$ cat src/rtl/stoch_pkg.sv
// Shared definitions for the stochastic-computing pipeline: state encoding and default window size.
package stoch_pkg;

  localparam int unsigned DEFAULT_WIN_LOG2 = 8;

  localparam logic ST_IDLE  = 1'b0;
  localparam logic ST_ACCUM = 1'b1;

  typedef enum logic {
    StIdle  = ST_IDLE,
    StAccum = ST_ACCUM
  } state_e;

endpackage

$ cat src/rtl/sn_win_ctr.sv
// Window counter pair: counted samples and ones, with clear, enable and terminal-count flag.
module sn_win_ctr
  import stoch_pkg::*;
#(
  parameter int unsigned WIN_LOG2 = DEFAULT_WIN_LOG2
) (
  input  logic                clk,
  input  logic                rst,
  input  logic                clr,
  input  logic                en,
  input  logic                bit_in,
  output logic [WIN_LOG2-1:0] ones,
  output logic                tc
);

  logic [WIN_LOG2-1:0] samples_q;
  logic [WIN_LOG2-1:0] ones_q;

  always_ff @(posedge clk or posedge rst) begin
    if (rst) begin
      samples_q <= '0;
      ones_q    <= '0;
    end else if (clr) begin
      samples_q <= '0;
      ones_q    <= '0;
    end else if (en) begin
      samples_q <= samples_q + 1'b1;
      ones_q    <= ones_q + {{(WIN_LOG2-1){1'b0}}, bit_in};
    end
  end

  // Terminal count: the next counted sample is the last of the window.
  assign tc   = &samples_q;
  assign ones = ones_q;

endmodule

$ cat src/rtl/sn2bin_window.sv
// Stochastic-to-binary decoder: counts ones over 2^WIN_LOG2 valid samples, result under valid/ready.
module sn2bin_window
  import stoch_pkg::*;
#(
  parameter int unsigned WIN_LOG2 = DEFAULT_WIN_LOG2,
  parameter int unsigned OUT_W    = WIN_LOG2
) (
  input  logic             clk,
  input  logic             rst,
  input  logic             start,
  input  logic             abort,
  input  logic             continuous,
  input  logic             sn_in,
  input  logic             sn_valid,
  input  logic             out_ready,
  output logic             out_valid,
  output logic [OUT_W-1:0] bin_out,
  output logic             sat,
  output logic             overrun,
  output logic             busy
);

  state_e state_q, state_d;

  logic                ctr_clr;
  logic                ctr_en;
  logic                load;
  logic                clr_overrun;
  logic [WIN_LOG2-1:0] ones;
  logic                tc;
  logic [WIN_LOG2:0]   final_cnt;
  logic                full;

  logic [OUT_W-1:0]    bin_q;
  logic                sat_q;
  logic                valid_q;
  logic                overrun_q;

  sn_win_ctr #(
    .WIN_LOG2(WIN_LOG2)
  ) u_ctr (
    .clk   (clk),
    .rst   (rst),
    .clr   (ctr_clr),
    .en    (ctr_en),
    .bit_in(sn_in),
    .ones  (ones),
    .tc    (tc)
  );

  // One bit wider so an all-ones window is distinguishable from zero.
  assign final_cnt = {1'b0, ones} + {{WIN_LOG2{1'b0}}, sn_in};
  assign full      = final_cnt[WIN_LOG2];

  always_comb begin
    state_d     = state_q;
    ctr_clr     = 1'b0;
    ctr_en      = 1'b0;
    load        = 1'b0;
    clr_overrun = 1'b0;
    unique case (state_q)
      StIdle: begin
        if (start && !abort) begin
          state_d     = StAccum;
          ctr_clr     = 1'b1;
          clr_overrun = 1'b1;
        end
      end
      StAccum: begin
        if (abort) begin
          state_d = StIdle;
          ctr_clr = 1'b1;
        end else if (sn_valid) begin
          if (tc) begin
            load    = 1'b1;
            ctr_clr = 1'b1;
            if (!continuous) begin
              state_d = StIdle;
            end
          end else begin
            ctr_en = 1'b1;
          end
        end
      end
    endcase
  end

  always_ff @(posedge clk or posedge rst) begin
    if (rst) begin
      state_q <= StIdle;
    end else begin
      state_q <= state_d;
    end
  end

  always_ff @(posedge clk or posedge rst) begin
    if (rst) begin
      bin_q     <= '0;
      sat_q     <= 1'b0;
      valid_q   <= 1'b0;
      overrun_q <= 1'b0;
    end else begin
      if (load) begin
        bin_q   <= full ? '1 : final_cnt[OUT_W-1:0];
        sat_q   <= full;
        valid_q <= 1'b1;
        // Overwriting a result nobody has taken yet.
        if (valid_q && !out_ready) begin
          overrun_q <= 1'b1;
        end
      end else if (valid_q && out_ready) begin
        valid_q <= 1'b0;
      end
      if (clr_overrun) begin
        overrun_q <= 1'b0;
      end
    end
  end

  assign out_valid = valid_q;
  assign bin_out   = bin_q;
  assign sat       = sat_q;
  assign overrun   = overrun_q;
  assign busy      = (state_q == StAccum);

endmodule

$ cat config.mk
export PLATFORM = sky130hd
export DESIGN_NAME = sn2bin_window
export DESIGN_NICKNAME = d
export VERILOG_FILES = /design/src/rtl/stoch_pkg.sv /design/src/rtl/sn_win_ctr.sv /design/src/rtl/sn2bin_window.sv
export SDC_FILE = /design/constraint.sdc
export NUM_CORES = 1
export LEC_CHECK = 0
export BUFFER_PORTS_ARGS = -buffer_cell sky130_fd_sc_hd__buf_2
export CORE_UTILIZATION = 35
export DETAILED_ROUTE_END_ITERATION = 8
export PLACE_DENSITY = 0.58
export SYNTH_ARGS = -nofsm -noshare
export SYNTH_HDL_FRONTEND = slang
export SYNTH_SLANG_ARGS = --single-unit
export TNS_END_PERCENT = 30
$ cat constraint.sdc
create_clock -name clk -period 5.1 [get_ports clk]
set_clock_uncertainty 0.05 [all_clocks]
set_input_delay 0.255 -clock clk [delete_from_list [all_inputs] [get_ports clk]]
set_output_delay 0.255 -clock clk [all_outputs]
set_load 0.05 [all_outputs]
==> flow_metrics.py, run 1 <==
metrics = {
    "sta": {
        "fmax_mhz": 507,
        "setup_viol": 0,
        "holdWs_ns": 0.117,
        "worst_pin_slew_ns": 1.06,
        "fin_ws_ns": 3.13,
        "period_minus_slack_ns": 1.97,
        "final_max_slew_viol_count": 0,
        "slew_headroom_pct": 29.4,
        "hold_viol_final": 0,
        "fin_crit_sh_pct": 38.7,
        "grt_setup_unrepaired": "no",
        "setup_tns_ns": 0,
    },
    "detailed_routing": {
        "post_drt_wl_per_cell_um": 12.8,
        "avgViaCountPerCell": 5.23,
        "wirelength_mm": 2.67,
        "drtIter0Drc": 39,
        "antenna_left": 0,
        "vias": 1093,
        "drc": 0,
        "dr.pass1.iters": 4,
    },
    "synth": {
        "synth_cell_type_count": 31,
        "synth_edf_count": 0,
        "synthTopCellsByCount": "28 x dfrtp_1, 16 x nand2_1, 15 x nor2_1, 10 x xor2_1, 9 x o211ai_1",
        "syn_area_per_cell_um2": 10.0,
        "netlist.area_leader.share_pct": 49.0,
        "ys_ff_latch": 28,
        "yosysSeqAreaShare_pct": 49.0,
        "synthCells": 143,
        "synth_nets": 154,
        "yosys_warnings": 0,
        "synthTopCellsByArea": "dfrtp_1 49%, xor2_1 6.1%, o211ai_1 4.7%",
        "synth_area_leader_cell": "dfrtp_1",
        "synthesis.area_um2": 1430,
        "synth_top_flop_cell": "dfrtp_1",
        "synth.most_common_cell": "dfrtp_1",
        "async_flop_share_pct": 100,
    },
    "die": {
        "die_w_um": 65.9,
        "core_area_um2": 3800,
        "dieArea_um2": 4350,
        "die-height_um": 65.9,
        "pin_count": 20,
        "initial_utilization_pct": 37.6,
        "rows": 22,
    },
    "pwr": {
        "power_leakage_uw": 0.000816,
        "powerDensity_nw_per_um2": 266,
        "irDropWorstVdd_v": 0.000173,
    },
    "placement": {
        "hpwl_mm": 1.95,
        "globalplace.congestion": 0.778,
        "place_worst_setup_slack_ns": 3.13,
        "port_buffers": 19,
    },
    "setup_path": {
        "crit_path_end_kind": "register",
        "crit_type": "register to register",
        "worst_ep_required_time_ns": 5.20,
        "rr_worst_depth": 5,
        "start_kind": "register",
        "critPathMaxFanout": 14,
        "cp.arrival_ns": 2.07,
    },
    "status": {
        "outcome": "completed",
    },
    "cts": {
        "cts.htree.levels": 1,
        "cts_tree": "built",
        "clk_pin_slew_ns": 0.10,
        "numCtsBuffers": 3,
        "cts_resized": 0,
        "cts_setup_buffers": 0,
        "cts_root_buf": "clkbuf_8",
        "clock-sinks": 28,
        "clkLatencyLatePin_ns": 0.28,
        "max-clock-path-buffers": 2,
        "hold_buffers": 0,
    },
    "finish": {
        "fillers": 389,
        "syn2layout_area_growth_pct": 13.3,
        "fin_nets": 173,
        "final-seq-area_um2": 701,
        "diodes": 0,
        "multi_input_area_um2": 682,
        "drive_above_1_share_pct": 16.8,
    },
    "global_route": {
        "grt_max_degree": 29,
        "grt_pass1_wl_mm": 4.85,
        "grt_overflow": 0,
        "grt_pass1_vias": 1073,
        "gr-usage-all-layers_pct": 14.5,
        "grt_antenna_before_repair": 0,
    },
    "run": {
        "maxCapViolations": 0,
    },
    "hold_path": {
        "holdPathStages": 2,
        "hold_class": "input port to register",
    },
}
## layout make-up
cell class / count / share of cell area, %
clock buffer: 3 / 2.55
tap: 48 / 3.71
inverter: 3 / 0.695
multi-input combinational: 107 / 42.1
clock inverter: 1 / 1.85
timing repair buffer: 19 / 5.87
sequential: 28 / 43.2
## worst paths after layout
path                                  to  slack, ns               start
min in group asynchronous     bin_out[7]       0.17                 rst
setup reg to reg           u_ctr.ones[0]       3.13  u_ctr.samples_q[0]
hold reg to reg               bin_out[6]       0.43          bin_out[6]
hold / removal                   overrun       0.12               start
setup / recovery           u_ctr.ones[0]       3.13  u_ctr.samples_q[0]
max in group asynchronous  u_ctr.ones[3]       4.20                 rst
## registers in the layout, indices dropped and copies added, names as in the netlist
name,count
bin_out,8
busy,1
out_valid,1
overrun,1
sat,1
u_ctr.ones,8
u_ctr.samples_q,8
## per-stage QoR
step / util [%] / power [uW] / area (um^2) / std cells
final: 42.7 / 431 / 1620 / 209
after floorplan: - / 252 / 1430 / 143
after global routing: 42.7 / 448 / 1620 / 209
after global placement: 40.8 / 259 / 1550 / 205
after detailed placement: 40.8 / 260 / 1550 / 205
after CTS: 42.7 / 439 / 1620 / 209
## power breakdown
part	leakage (uW)	switching [uW]	total (uW)	internal [uW]
sequential	0.000389	2.39	227	224
clock	0.0000357	71.5	177	105
combinational	0.000391	20.4	27.9	7.48
total	0.000816	94.3	431	337
## critical path: stages (launching register included)
cell and delay [ns]:
dfrtp_1 0.41, ha_1 0.22, nand4_1 0.25, o21ai_2 0.60
mux2i_1 0.27, nor2_1 0.05
## cell usage in the layout, fill, tap and decap left out, drive strengths merged
master | Yosys | final
and3 | 7 | 7
nand2 | 16 | 16
or4 | 1 | 1
ha | 3 | 3
xnor2 | 2 | 2
or3 | 5 | 5
a21o | 1 | 1
o211ai | 9 | 9
nor3b | 1 | 1
and4 | 2 | 2
and2b | 1 | 1
clkbuf | 0 | 3
buf | 5 | 19
bufinv | 0 | 1
nand4 | 4 | 4
o21ai | 6 | 6
and3b | 1 | 1
nor2 | 15 | 15
inv | 3 | 3
a31oi | 2 | 2
o311ai | 1 | 1
dfrtp | 28 | 28
nand3 | 7 | 7
a21oi | 8 | 8
xor2 | 10 | 10
o31ai | 2 | 2
mux2i | 3 | 3
## routing by layer
metal | wire length [um] | share of wire, % | GRT usage (%) | vias to the layer above
met2 | 1360 | 51 | 25.8 | 16
met4 | 12 | 0.45 | 4.08 | 0
li1 | - | - | - | 551
met5 | 0 | 0 | 0 | -
met3 | 82 | 3.1 | 3.10 | 4
met1 | 1220 | 46 | 17.3 | 522
## cell families (layout without fill, tap and decap cells)
group | count (synthesis) | count (layout) | synth area share (%)
multiplexers | 3 | 3 | 2.10
AO/OA/AOI/OAI | 29 | 29 | 13.2
AND/OR/NAND/NOR | 60 | 60 | 22.4
adder cells (fa/ha/maj) | 3 | 3 | 2.62
buffers and inverters | 8 | 26 | 3.32
flip-flops | 28 | 28 | 49.0
XOR/XNOR | 12 | 12 | 7.35
Power figures use the tool's default switching activity.
==> run 2: changes to the inputs <==
==> constraint.sdc (replaced) <==
create_clock -name clk -period 2 [get_ports clk]
set_clock_uncertainty 0.05 [all_clocks]
set_input_delay 0.1 -clock clk [delete_from_list [all_inputs] [get_ports clk]]
set_output_delay 0.1 -clock clk [all_outputs]
set_load 0.05 [all_outputs]
==> flow_metrics.py, run 2 (same netlist as run 1, synthesis figures left out) <==
metrics = {
    "finish": {
        "drive_above_1_share_pct": 19.0,
        "fin_nets": 181,
        "layout_commonest_cell": "dfrtp_1",
        "instances_no_fill": 216,
        "postLayoutCoreUtil_pct": 43.8,
        "diodes": 0,
        "fillers": 378,
        "syn2layout_area_growth_pct": 16.3,
        "layout_common_cells": "28 x dfrtp_1, 19 x buf_2, 16 x nand2_1, 15 x nor2_1, 10 x xor2_1",
    },
    "detailed_routing": {
        "drtIter0Drc": 50,
        "post_drt_wl_per_cell_um": 13.3,
        "vias": 1118,
        "avgViaCountPerCell": 5.18,
        "dr.pass1.iters": 4,
        "wirelength_mm": 2.86,
        "antenna_left": 0,
        "drc": 0,
    },
    "setup_path": {
        "cp-endpoint": "bin_out[3]",
        "crit_type": "register to register",
        "worst_ep_required_time_ns": 2.07,
        "max_stage_delay_ns": 0.39,
        "critPathBufInv": 0,
        "start_kind": "register",
        "rr_worst_depth": 6,
        "worstPathCellList": "ha_1 > ha_1 > and3_1 > and3_1 > nand4_4 > o311ai_0",
        "crit_start": "u_ctr.ones[0]",
        "slowest_stage": "dfrtp_1",
        "rr_endpoint": "bin_out[3]",
        "cp_num_cells": 6,
        "critPathMaxFanout": 8,
        "cp.arrival_ns": 1.87,
        "crit_path_end_kind": "register",
        "r2r-start": "u_ctr.ones[0]",
        "crit_family": "simple AND/OR/NAND/NOR gates",
        "ff2ff_setup_slack_ns": 0.20,
    },
    "global_route": {
        "gr-usage-all-layers_pct": 15.1,
        "grt_max_degree": 29,
        "grt_pass1_wl_mm": 5.10,
        "use_met1_pct": 18.1,
        "grt.busiest_layer": "met2",
        "grt_overflow": 0,
        "grt_antenna_before_repair": 0,
        "use_met2_pct": 27.6,
        "grt_use_met3_pct": 2.07,
        "grt_pass1_vias": 1159,
    },
    "sta": {
        "grt_setup_unrepaired": "no",
        "period_minus_slack_ns": 1.80,
        "setup_viol": 0,
        "worst_pin_slew_ns": 0.395,
        "fin_ws_ns": 0.196,
        "final_max_slew_viol_count": 0,
        "hold_viol_final": 0,
        "fin_crit_sh_pct": 90.2,
        "slew_headroom_pct": 73.6,
        "setup_tns_ns": 0,
        "fmax_mhz": 554,
    },
    "die": {
        "rows": 22,
        "initial_utilization_pct": 37.6,
        "die-height_um": 65.9,
        "dieArea_um2": 4350,
        "die_w_um": 65.9,
        "pin_count": 20,
        "core_area_um2": 3800,
    },
    "pwr": {
        "p_int_uw": 735,
        "switching_share_pct": 23.0,
        "p_sw_uw": 219,
        "pwr-share-seq_pct": 60.6,
        "pwr-share-clk_pct": 30.7,
        "comb_power_share_pct": 8.7,
        "powerDensity_nw_per_um2": 574,
        "irDropWorstVdd_v": 0.000248,
        "power_leakage_uw": 0.000839,
        "p_total_uw": 954,
    },
    "placement": {
        "hpwl_mm": 2.12,
        "globalplace.congestion": 0.801,
        "place_inst": 211,
        "port_buffers": 19,
        "place_worst_setup_slack_ns": 0.202,
    },
    "cts": {
        "max-clock-path-buffers": 2,
        "clock-sinks": 28,
        "clkLatencyLatePin_ns": 0.26,
        "cts_tree": "built",
        "cts_setup_buffers": 0,
        "numCtsBuffers": 3,
        "clk_pin_slew_ns": 0.09,
        "cts.htree.levels": 1,
        "cts_root_buf": "clkbuf_8",
    },
    "run": {
        "maxCapViolations": 0,
    },
    "status": {
        "outcome": "completed",
    },
    "hold_path": {
        "hold_class": "input port to register",
    },
}
-- run 2: worst min path at each step --
stage,start,end,slack [ns],cells past startpoint
after floorplan,rst,bin_out[0],0.12,1
after global placement,rst,bin_out[6],0.13,3
after detailed placement,rst,bin_out[5],0.14,3
after CTS,continuous,busy,0.02,3
after global routing,continuous,busy,0.05,3
final,continuous,busy,0.03,3
-- run 2: worst min-delay path: cells and delay by family --
| family | cells | cell delay [ns] |
|---|---|---|
| buffers and inverters | 1 | 0.07 |
| and+or+nand+nor | 1 | 0.07 |
| AOI/OAI and AO/OA | 1 | 0.07 |
-- run 2: what timing repair did --
| item | 4_1_cts | 5_1_grt |
|---|---|---|
| gates resized for setup | 0 | 1 |
| endpoints found under the hold margin | 29 | 0 |
| hold buffers | 2 | 0 |
| setup endpoints to repair | 0 | 1 |
-- run 2: power by group through the flow --
stage	combinational, uW	sequential [uW]	clock, uW
finish	82.9	578	293
global route	94.2	580	331
CTS	84.9	578	308
detailed placement	81.6	590	0
global placement	78.3	589	0
floorplan	47.0	597	0
-- run 2: area by class of cell --
| cell class | instances | area, um^2 | share of cell area (%) |
|---|---|---|---|
| well taps | 48 | 60.1 | 3.61 |
| clock buffers | 3 | 41.3 | 2.48 |
| flip-flops and latches | 28 | 701 | 42.1 |
| multi-input cells | 107 | 689 | 41.5 |
| repair buffers | 27 | 160 | 9.63 |
| inverters | 3 | 11.3 | 0.677 |
-- run 2: stage by stage --
| step | instance area (um^2) | hold WS, ns |
|---|---|---|
| 2_1_floorplan | 1430 | 0.115 |
| 3_3_place_gp | 1590 | 0.128 |
| 3_5_place_dp | 1590 | 0.137 |
| 4_1_cts | 1660 | 0.0233 |
| 5_1_grt | 1660 | 0.0478 |
| 6_report | 1660 | 0.0268 |
-- run 2: metal layers --
metal,routed length (um),up-vias
li1,-,561
met3,77,2
met2,1510,15
met4,19,0
met5,0,-
met1,1260,540
==> run 3: changes to the inputs <==
==> constraint.sdc (replaced) <==
create_clock -name clk -period 1.85 [get_ports clk]
set_clock_uncertainty 0.05 [all_clocks]
set_input_delay 0.0925 -clock clk [delete_from_list [all_inputs] [get_ports clk]]
set_output_delay 0.0925 -clock clk [all_outputs]
set_load 0.05 [all_outputs]
==> flow_metrics.py, run 3 (same netlist as run 1, synthesis figures left out) <==
metrics = {
    "detailed_routing": {
        "wirelength_mm": 2.88,
        "drtIter0Drc": 20,
        "post_drt_wl_per_cell_um": 13.2,
        "drc": 0,
        "dr.pass1.iters": 4,
        "dr_wl_met2_mm": 1.49,
        "antenna_left": 0,
        "wl_met1_mm": 1.31,
        "wl_met3_um": 61,
        "vias": 1143,
        "top_layer": "met4",
        "avgViaCountPerCell": 5.24,
    },
    "cts": {
        "cts_tree": "built",
        "clk_pin_slew_ns": 0.10,
        "cts_root_buf": "clkbuf_8",
        "numCtsBuffers": 3,
        "clock-sinks": 28,
        "cts.htree.levels": 1,
        "clkLatencyLatePin_ns": 0.27,
        "max-clock-path-buffers": 2,
    },
    "finish": {
        "instances_no_fill": 218,
        "layout_common_cells": "28 x dfrtp_1, 19 x buf_2, 16 x nand2_1, 15 x nor2_1, 10 x xor2_1",
        "syn2layout_area_growth_pct": 18.6,
        "layout_commonest_cell": "dfrtp_1",
        "drive_above_1_share_pct": 22.4,
        "fin_nets": 182,
        "stdcell_area_um2": 1700,
        "diodes": 0,
    },
    "pwr": {
        "power_leakage_uw": 0.000848,
        "irDropWorstVdd_v": 0.000268,
        "p_total_uw": 1090,
        "powerDensity_nw_per_um2": 645,
    },
    "setup_path": {
        "crit_path_end_kind": "register",
        "worst_ep_required_time_ns": 1.94,
        "start_kind": "register",
        "ff2ff_setup_slack_ns": 0.09,
        "crit_family": "simple AND/OR/NAND/NOR gates",
        "worstPathCellList": "ha_1 > ha_2 > and3_2 > and3_1 > nand4_4 > o311ai_0",
        "slowest_stage": "dfrtp_1",
        "r2r-start": "u_ctr.ones[0]",
        "critPathMaxFanout": 8,
        "critPathBufInv": 0,
        "crit_type": "register to register",
        "max_stage_delay_ns": 0.40,
        "cp.arrival_ns": 1.85,
        "crit_start": "u_ctr.ones[0]",
    },
    "die": {
        "pin_count": 20,
        "die_w_um": 65.9,
        "rows": 22,
        "initial_utilization_pct": 37.6,
        "die-height_um": 65.9,
        "dieArea_um2": 4350,
        "core_area_um2": 3800,
    },
    "global_route": {
        "grt_overflow": 0,
        "grt_pass1_vias": 1105,
        "grt_pass1_wl_mm": 4.88,
        "gr-usage-all-layers_pct": 14.7,
        "grt_max_degree": 29,
        "grt_antenna_before_repair": 0,
    },
    "sta": {
        "setup_viol": 0,
        "worst_pin_slew_ns": 0.396,
        "fin_crit_sh_pct": 95.0,
        "hold_viol_final": 0,
        "fmax_mhz": 569,
        "final_max_slew_viol_count": 0,
        "period_minus_slack_ns": 1.76,
        "fin_ws_ns": 0.0924,
        "slew_headroom_pct": 73.5,
    },
    "placement": {
        "dpl_cell_area_um2": 1600,
        "place_worst_setup_slack_ns": 0.0633,
        "port_buffers": 19,
        "place_inst": 212,
        "hpwl_mm": 2.12,
        "globalplace.congestion": 0.851,
    },
    "run": {
        "maxCapViolations": 0,
    },
    "status": {
        "outcome": "completed",
    },
    "hold_path": {
        "min_from": "continuous",
        "hold_class": "input port to register",
    },
}
## run 3: power by group
group / internal [uW] / switching (uW)
clock: 190 / 188
sequential: 618 / 6.95
combinational: 30.2 / 60.1
total: 839 / 255
## run 3: area by class of cell
cell class | count | area (um^2)
fill | 389 | 2100
timing repair buffer | 28 | 168
inverter | 3 | 11.3
tap | 48 | 60.1
clock buffer | 4 | 55.1
multi-input combinational | 107 | 702
sequential | 28 | 701
## run 3: routing by layer
layer | global-route usage, % | vias up
met4 | 5.71 | 0
met5 | 0 | -
li1 | - | 573
met1 | 16.4 | 557
met3 | 2.07 | 2
met2 | 27.7 | 11
## run 3: worst register-to-register path: cells and delay by family (launching register included)
kind                       cells  cell delay (ns)
adders and majority gates      2             0.42
AOI/OAI and AO/OA              1             0.13
DFF                            1             0.40
and+or+nand+nor                3             0.63
## run 3: path summary, 6_finish.rpt
kind,end,cells after the start
setup / recovery,bin_out[3],6
hold / removal,busy,3
setup reg to reg,bin_out[3],6
hold reg to reg,sat,2
max in group asynchronous,u_ctr.samples_q[2],4
min in group asynchronous,bin_out[7],4
## run 3: per-stage QoR
stage | hold WS (ns) | utilization, % | setup TNS [ns]
6_report | 0.0126 | 44.7 | 0
5_1_grt | 0.0311 | 44.7 | -0.0126
4_1_cts | 0.0123 | 44.1 | 0
3_5_place_dp | 0.145 | 42.2 | 0
3_3_place_gp | 0.122 | 42.2 | 0
2_1_floorplan | 0.108 | - | 0
## run 3: what timing repair did
item,in CTS,in global routing
setup endpoints to repair,0,14
buffers inserted,0,0
resized for setup,0,5
hold buffers,2,0
endpoints found under the hold margin,29,0
